## src/rtl/y86_pkg.sv

```systemverilog
// y86_pkg: shared Y86-64 constants (iCodes, stat codes, register IDs) and writeback dst decode helpers.
package y86_pkg;
    typedef enum logic [3:0] {
        HALT = 4'h0, NOP = 4'h1, RRMOVQ = 4'h2, IRMOVQ = 4'h3,
        RMMOVQ = 4'h4, MRMOVQ = 4'h5, OPQ = 4'h6, JXX = 4'h7,
        CALL = 4'h8, RET = 4'h9, PUSHQ = 4'hA, POPQ = 4'hB
    } icode_t;
    typedef enum logic {RUN, HALTED} halt_state_t;
    localparam logic [2:0] STAT_BUB = 3'd0;
    localparam logic [2:0] STAT_AOK = 3'd1;
    localparam logic [2:0] STAT_HLT = 3'd2;
    localparam logic [2:0] STAT_ADR = 3'd3;
    localparam logic [2:0] STAT_INS = 3'd4;
    localparam logic [3:0] RSP = 4'h4;
    localparam logic [3:0] RNONE = 4'hF;

    function automatic logic [3:0] raw_dst_e(input logic [3:0] icode, input logic [3:0] rb, input logic cnd);
        case (icode)
            RRMOVQ: return cnd ? rb : RNONE;
            IRMOVQ, OPQ: return rb;
            CALL, RET, PUSHQ, POPQ: return RSP;
            default: return RNONE;
        endcase
    endfunction

    function automatic logic [3:0] raw_dst_m(input logic [3:0] icode, input logic [3:0] ra);
        return (icode == MRMOVQ || icode == POPQ) ? ra : RNONE;
    endfunction
endpackage

```

## src/rtl/regfile_15x64.sv

```systemverilog
// regfile_15x64: 15x64 register array, two write ports (M wins on collision), two write-through read ports.
module regfile_15x64 import y86_pkg::*; #(
    parameter logic [63:0] RSP_RESET = 64'h0
) (
    input  logic        clk,
    input  logic        rst,
    input  logic [3:0]  dst_e,
    input  logic [3:0]  dst_m,
    input  logic [63:0] val_e,
    input  logic [63:0] val_m,
    input  logic [3:0]  src_a,
    input  logic [3:0]  src_b,
    output logic [63:0] rval_a,
    output logic [63:0] rval_b
);
    logic [63:0] regs [15];

    for (genvar r = 0; r < 15; r++) begin : g_reg
        always_ff @(posedge clk or posedge rst) begin
            if (rst)
                regs[r] <= (r == int'(RSP)) ? RSP_RESET : 64'h0;
            else if (dst_m == 4'(r))
                regs[r] <= val_m;
            else if (dst_e == 4'(r))
                regs[r] <= val_e;
        end
    end

    // Bypass order mirrors write priority so a read always sees the value about to commit.
    function automatic logic [63:0] rd(input logic [3:0] src);
        return (src == RNONE) ? 64'h0 :
               (src == dst_m) ? val_m :
               (src == dst_e) ? val_e : regs[src];
    endfunction

    always_comb begin
        rval_a = rd(src_a);
        rval_b = rd(src_b);
    end
endmodule

```

## src/rtl/wb_regfile.sv

```systemverilog
// wb_regfile: Y86-64 writeback stage -- dst decode, commit gating, halt FSM, retired counter, register file.
module wb_regfile import y86_pkg::*; #(
    parameter logic [63:0] RSP_RESET = 64'h0
) (
    input  logic        clk,
    input  logic        rst,
    input  logic [2:0]  W_stat,
    input  logic [3:0]  W_iCode,
    input  logic [3:0]  W_rA,
    input  logic [3:0]  W_rB,
    input  logic        W_Cnd,
    input  logic [63:0] W_valE,
    input  logic [63:0] W_valM,
    input  logic [3:0]  d_srcA,
    input  logic [3:0]  d_srcB,
    output logic [63:0] d_rvalA,
    output logic [63:0] d_rvalB,
    output logic [3:0]  w_dstE,
    output logic [3:0]  w_dstM,
    output logic [63:0] w_valE,
    output logic [63:0] w_valM,
    output logic [2:0]  stat,
    output logic        halted,
    output logic [63:0] retired
);
    halt_state_t state_q, state_d;
    logic [2:0] halt_stat;
    logic faulting, commit;

    always_comb begin
        faulting = W_stat == STAT_HLT || W_stat == STAT_ADR || W_stat == STAT_INS;
        commit = !rst && W_stat == STAT_AOK && state_q == RUN;
        state_d = (state_q == RUN && faulting) ? HALTED : state_q;
        halted = state_q == HALTED;
        w_dstE = commit ? raw_dst_e(W_iCode, W_rB, W_Cnd) : RNONE;
        w_dstM = commit ? raw_dst_m(W_iCode, W_rA) : RNONE;
        w_valE = W_valE;
        w_valM = W_valM;
        stat = rst ? STAT_AOK : halted ? halt_stat : (W_stat == STAT_BUB) ? STAT_AOK : W_stat;
    end

    always_ff @(posedge clk or posedge rst) begin
        if (rst) begin
            state_q <= RUN;
            halt_stat <= STAT_AOK;
            retired <= 64'h0;
        end else begin
            state_q <= state_d;
            if (state_q == RUN && faulting)
                halt_stat <= W_stat;
            if (commit)
                retired <= retired + 64'd1;
        end
    end

    regfile_15x64 #(.RSP_RESET(RSP_RESET)) u_rf (
        .clk(clk),
        .rst(rst),
        .dst_e(w_dstE),
        .dst_m(w_dstM),
        .val_e(W_valE),
        .val_m(W_valM),
        .src_a(d_srcA),
        .src_b(d_srcB),
        .rval_a(d_rvalA),
        .rval_b(d_rvalB)
    );
endmodule

```

## config.mk

```make
export PLATFORM = sky130hd
export DESIGN_NAME = wb_regfile
export DESIGN_NICKNAME = d
export VERILOG_FILES = /design/src/rtl/y86_pkg.sv /design/src/rtl/regfile_15x64.sv /design/src/rtl/wb_regfile.sv
export SDC_FILE = /design/constraint.sdc
export NUM_CORES = 2
export LEC_CHECK = 0
export ABC_CLOCK_PERIOD_IN_PS = 34500
export CORE_UTILIZATION = 55
export DETAILED_ROUTE_END_ITERATION = 6
export PLACE_DENSITY = 0.78
export SLEW_MARGIN = 30
export SYNTH_ARGS = -nofsm -noshare
export SYNTH_HDL_FRONTEND = slang
export SYNTH_SLANG_ARGS = --single-unit
```

## constraint.sdc

```tcl
create_clock -name clk -period 34.5 [get_ports clk]
set_input_delay 5.175 -clock clk [delete_from_list [all_inputs] [get_ports clk]]
set_output_delay 5.175 -clock clk [all_outputs]
set_load 0.005 [all_outputs]
```

* Word-level counts from Yosys, hierarchy flattened
Index checks and enable logic that the tools add are counted.
Word-level totals: register bits 1028, output and inout port bits 332
Operators by class: add/subtract/negate cells 1, magnitude comparators 2, equality and inequality tests 46, multiplexer cells 50, bitwise operators 3, reductions and logical operators 27
Operators by type and width (number):
- 2-to-1 mux 64 bit | 40
- binary-select mux 64 bit (select 4 bit) | 2
- == test 4 bit, second input constant | 20
- adder 64 x 1 -> 64 bit, second input constant | 1
- == test 4 x 3 -> 1 bit, second input constant | 10
- nonzero test 2 bit | 15
- == test 4 x 2 -> 1 bit, second input constant | 6
- == test 4 bit | 4
- 2-to-1 mux 4 bit | 4
- one-hot mux 4 bit (3 select lines) | 1
- >= comparator 5 bit, second input constant | 2
- inverter 4 -> 5 bit | 2
- 2-to-1 mux 3 bit | 3
- == test 4 x 1 -> 1 bit, second input constant | 2
- logical NOT 4 bit | 2
- == test 3 x 2 -> 1 bit, second input constant | 2
- OR reduction 4 bit | 1
- == test 3 x 1 -> 1 bit, second input constant | 1
- == test 3 bit, second input constant | 1
- logical AND 1 bit | 3
- logical NOT 3 bit | 1
- logical OR 1 bit | 3
- OR reduction 2 bit | 1
- logical NOT 1 bit | 1
- inverter 1 bit | 1

* Logic depth before layout (Yosys ltp)
word-level depth 8, gate-level depth with buffers 11, depth with buffers taken out 8

* Cells and area by module
From an unflattened synthesis, not the netlist that was laid out.
Second synthesis, totals: cells, all modules 6755, area, all modules 67765.0 sq um
Modules (own cells, without submodules):
- regfile_15x64 | times used 1, cells each 6279, area an instance 63200.6 sq um
- wb_regfile | times used 1, cells each 476, area an instance 4564.4 sq um

* Worst setup path before layout
Ideal clock, no wire load.
path kind input to output, from input port rst, to output port stat[0], arrival time 28.979 ns, required time 29.325 ns, slack 0.346 ns, stages 2, buffers on the path 0, cells stage by stage inv_1 -> o21ai_0
On the way: word-level cells in the longest chain between the ends 1
RTL lines:
- start, declared | RTL line wb_regfile.sv:6 | input logic rst,
- 2-to-1 mux 3 bit | RTL line wb_regfile.sv:39 | stat = rst ? STAT_AOK : halted ? halt_stat : (W_stat == STAT_BUB) ? STAT_AOK : W_stat;
- end, declared | RTL line wb_regfile.sv:22 | output logic [2:0] stat,
No other way between the ends.

* Worst setup path after layout
from input port rst, to output port d_rvalA[1]
On the way: word-level cells in the longest chain between the ends 8
RTL lines:
- logical NOT 1 bit (no source line) *
- logical AND 1 bit * (2 in a row) | RTL line wb_regfile.sv:32 | commit = !rst && W_stat == STAT_AOK && state_q == RUN;
- 2-to-1 mux 4 bit | RTL line wb_regfile.sv:35 | w_dstE = commit ? raw_dst_e(W_iCode, W_rB, W_Cnd) : RNONE;
- == test 4 bit | RTL line regfile_15x64.sv:33 | (src == dst_e) ? val_e : regs[src];
- 2-to-1 mux 64 bit | RTL line regfile_15x64.sv:33
- 2-to-1 mux 64 bit * | RTL line regfile_15x64.sv:32 | (src == dst_m) ? val_m :
- 2-to-1 mux 64 bit * | RTL line regfile_15x64.sv:31 | return (src == RNONE) ? 64'h0 :
- end, declared | RTL line wb_regfile.sv:16 | output logic [63:0] d_rvalA,
Every way passes the cells marked *; elsewhere a longest branch is shown, timed or not.

==> out/qor.tcl <==
set qor(leakage_uw) 0.02992
set qor(worst_path_largest_cell_delay_ps) 680
set qor(outcome) {completed}
set qor(setup_viol) 0
set qor(power_switching_uw) 768.8
set qor(timing.critical_path.from_type) {input pin}
set qor(ioPinCount) 486
set qor(final_antenna_net_count) 0
set qor(synth_sequential_area_ratio_pct) 37.76
set qor(grtUsageMet1_pct) 45.16
set qor(floorplan.initialDensity_pct) 55.69
set qor(grt-busiest-layer) {met2}
set qor(clkPwrFrac_pct) 46.6
set qor(globalRouteTotalUtil_pct) 35.97
set qor(final-seq-area_mm2) 0.02573
set qor(timing.critical_path.buf_inv) 3
set qor(buffer_ports.inserted) 485
set qor(ys_warn_count) 0
set qor(area.growth.synth_to_final_pct) 11.45
set qor(hold_class) {reg2reg}
set qor(gp_routability_congestion) 0.8780
set qor(maxClockFrequency_ghz) 0.06567
set qor(groute.layer.met2.usage_pct) 55.74
set qor(totalWireLength_mm) 230.0
set qor(grt_max_degree) 182
set qor(final_area_mm2) 0.07594
set qor(globalRoute.totalOverflow) 0
set qor(floorplan.die.height_um) 354.0
set qor(timing.critical_path.max_delay_family) {buffers and inverters}
set qor(met3_usage_pct) 9.918
set qor(timing.setup.critical_path_class) {in2out}
set qor(synth_cell_type_count) 67
set qor(detail_route.first_pass.iterations) 7
set qor(half_perimeter_wire_length_of_the_detailed_placement_result_mm) 129.1
set qor(mappedNetlistNets) 6908
set qor(post-route-min-period_ps) 15230
set qor(cellPowerDensity_mw_per_mm2) 39.15
set qor(ys_top_cells_by_area) {sky130_fd_sc_hd__dfrtp_1, sky130_fd_sc_hd__mux2i_1, sky130_fd_sc_hd__mux4_2, sky130_fd_sc_hd__a21oi_1, sky130_fd_sc_hd__nor2_1}
set qor(cts-htree-levels) 3
set qor(drcViolationCount) 0
set qor(final_nets) 6682
set qor(die_width_um) 354.0
set qor(core-area_mm2) 0.1224
set qor(avgRoutedWirePerCell_um) 27.88
set qor(route.detailed.vias_per_inst) 6.843
set qor(internal_power_component_uw) 2204
set qor(crit_slowest_cell) {sky130_fd_sc_hd__o2bb2ai_1}
set qor(grt_pass1_wl_mm) 346.2
set qor(grt_pass1_vias) 56710
set qor(post_cts_resized) 0
set qor(tritoncts) {built}
set qor(timing.critical_path.required_ps) 29320
set qor(drive_gt1_share_pct) 11.81
set qor(worst_slew_margin_rel_pct) 25.69
set qor(setup-tns-final_ps) 0
set qor(maxCapViolCount) 0
set qor(postSynthRegisterBits) 1028
set qor(clock-sinks) 1028
set qor(edff_count_synth) 0
set qor(share_comb_of_total_power_pct) 12.0
set qor(dominantRegCellSynth) {sky130_fd_sc_hd__dfrtp_1}
set qor(largest_clock_skew_in_the_final_design_ps) 25.81
set qor(synth_top_area_share_pct) 37.72
set qor(insertion_delay_ps) 720
set qor(leading_cell_type_by_number_of_instances_after_synthesis) {sky130_fd_sc_hd__mux2i_1}
set qor(route.vias.total) 56460
set qor(cts.root.buffer_cell) {sky130_fd_sc_hd__clkbuf_16}
set qor(synthesis.instances) 6753
set qor(drt_iter0_drc) 7357
set qor(timing.critical_path.to_type) {output port}
set qor(grt_antenna_before_repair) 9
set qor(min_period_over_period_pct) 44.14
set qor(cp_max_fo) 32
set qor(holdBufCountCts) 0
set qor(crit_path_cell_trace) {clkdlybuf4s50_1 > nor3b_4 > o2111ai_4 > a211oi_2 > o32ai_1 > nor4_4 > buf_4 > mux2i_1 > o2bb2ai_1 > clkdlybuf4s50_1}
set qor(cpMostUsedCell) {sky130_fd_sc_hd__clkdlybuf4s50_1}
set qor(multi_input_comb_area_mm2) 0.03778
set qor(dieArea_mm2) 0.1253
set qor(synthArstFlopShare_pct) 100.0
set qor(irDropWorstVdd_mv) 0.04477
set qor(power.share.switching_pct) 25.86
set qor(tritoncts_buffers) 112
set qor(timing_max_transition_violations_final) 0
set qor(tightestPinTransition_ps) 1115
set qor(grt_setup_unrepaired) {false}
set qor(critPathArrivalTime_ps) 10050
set qor(fill_cells) 9547
set qor(synth_top_area_cell) {sky130_fd_sc_hd__dfrtp_1}
set qor(share_seq_of_total_power_pct) 41.4
set qor(r2r_setup_slack_ps) 30050
set qor(post-cts-setup-buffer-count) 0
set qor(post_synth.cell_area_avg_um2) 10.09
set qor(mappedNetlistArea_mm2) 0.06814
set qor(cts.clk_slew.worst_paths_ps) 60
set qor(std_cell_rows) 128
set qor(synth_common_cells) {sky130_fd_sc_hd__mux2i_1, sky130_fd_sc_hd__a21oi_1, sky130_fd_sc_hd__dfrtp_1}
set qor(placed_instance_area_mm2) 0.07156
set qor(clock_tree.buffer_depth) 3
set qor(hold_viol_final) 0
## cells by family (layout without fill, tap and decap cells)
family	count (synthesis)	count (layout)	synth area share [%]
AO/OA/AOI/OAI	1533	1533	12.70
buffers and inverters	968	839	7.231
multiplexers	1731	1731	32.48
other	0	2	0
adder cells (fa/ha/maj)	1	1	0.01836
AND/OR/NAND/NOR	1420	1420	8.891
flip-flops	1028	1028	37.76
XOR/XNOR	72	72	0.9255
## flip-flops by register name, indices dropped and copies added (netlist names)
name / flops
u_rf.regs: 960
retired: 64
halt_stat: 3
halted: 1
## power by group through the flow
stage / sequential (uW) / clock, uW / combinational, uW
5_1_grt: 1230 / 1430 / 378
3_3_place_gp: 1250 / 0 / 343
4_1_cts: 1230 / 1390 / 350
6_report: 1230 / 1390 / 357
3_5_place_dp: 1250 / 0 / 349
2_1_floorplan: 1250 / 0 / 221
## per-stage QoR
step | setup slack, ps | hold WS (ps) | util [%] | power (uW) | cells
after global routing | 19110 | 508.9 | 62.06 | 3041 | 8249
after floorplan | 345.7 | 468.4 | - | 1472 | 6753
after global placement | 19410 | 462.9 | 58.37 | 1593 | 8030
after detailed placement | 19330 | 486.2 | 58.48 | 1600 | 8034
final | 19270 | 493.4 | 62.06 | 2973 | 8251
after CTS | 19350 | 495.8 | 61.94 | 2968 | 8245
## cell usage in the layout, fill, tap and decap left out, types with 10 or more instances in the layout
| cell | count |
|---|---|
| sky130_fd_sc_hd__bufinv_16 | 24 |
| sky130_fd_sc_hd__nand2b_1 | 13 |
| sky130_fd_sc_hd__xnor2_1 | 55 |
| sky130_fd_sc_hd__nand4_1 | 15 |
| sky130_fd_sc_hd__dfrtp_1 | 1027 |
| sky130_fd_sc_hd__clkinv_2 | 23 |
| sky130_fd_sc_hd__clkdlybuf4s50_1 | 477 |
| sky130_fd_sc_hd__xor2_1 | 17 |
| sky130_fd_sc_hd__inv_1 | 13 |
| sky130_fd_sc_hd__mux2i_1 | 1346 |
| sky130_fd_sc_hd__a21oi_1 | 1094 |
| sky130_fd_sc_hd__nand3_1 | 25 |
| sky130_fd_sc_hd__clkbuf_16 | 117 |
| sky130_fd_sc_hd__nor2_1 | 987 |
| sky130_fd_sc_hd__mux4_2 | 384 |
| sky130_fd_sc_hd__clkbuf_1 | 10 |
| sky130_fd_sc_hd__nand2_1 | 169 |
| sky130_fd_sc_hd__buf_6 | 15 |
| sky130_fd_sc_hd__o21ai_0 | 137 |
| sky130_fd_sc_hd__nor2b_1 | 131 |
| sky130_fd_sc_hd__buf_4 | 105 |
| sky130_fd_sc_hd__a211oi_1 | 126 |
| sky130_fd_sc_hd__clkbuf_8 | 23 |
| sky130_fd_sc_hd__o2bb2ai_1 | 128 |
| sky130_fd_sc_hd__and2_1 | 10 |
## path summary, 6_finish.rpt
check / start / end / depth (start not counted)
min in group asynchronous: rst / retired[7] / 2
min: retired[49] / retired[49] / 1
max reg2reg: halted / u_rf.regs[440] / 8
max: rst / d_rvalA[1] / 10
max in group asynchronous: rst / u_rf.regs[232] / 6
min reg2reg: retired[49] / retired[49] / 1
## layer usage
layer  vias up  wire [um]
met2      3792     104800
met1     28060      83440
met3       943      27400
met5         -         69
li1      23650          -
met4        14      14260
## worst reg2reg max path: stages (launching register included)
cell and delay, ps:
sky130_fd_sc_hd__dfrtp_1 510, sky130_fd_sc_hd__nor2_2 550, sky130_fd_sc_hd__nand2_1 280, sky130_fd_sc_hd__nor4_2 520, sky130_fd_sc_hd__and2_1 370, sky130_fd_sc_hd__a22o_4 820, sky130_fd_sc_hd__buf_4 850, sky130_fd_sc_hd__nor2_1 280
sky130_fd_sc_hd__a21oi_1 190
## cell type report
type,instances,share of cell area [%]
Tap cell,1625,2.677
Clock inverter,61,1.251
Antenna cell,2,0.006591
Inverter,14,0.08568
Sequential cell,1028,33.88
Multi-Input combinational cell,4757,49.75
Clock buffer,150,4.322
Timing Repair Buffer,614,8.036
Power figures use the tool's default switching activity.
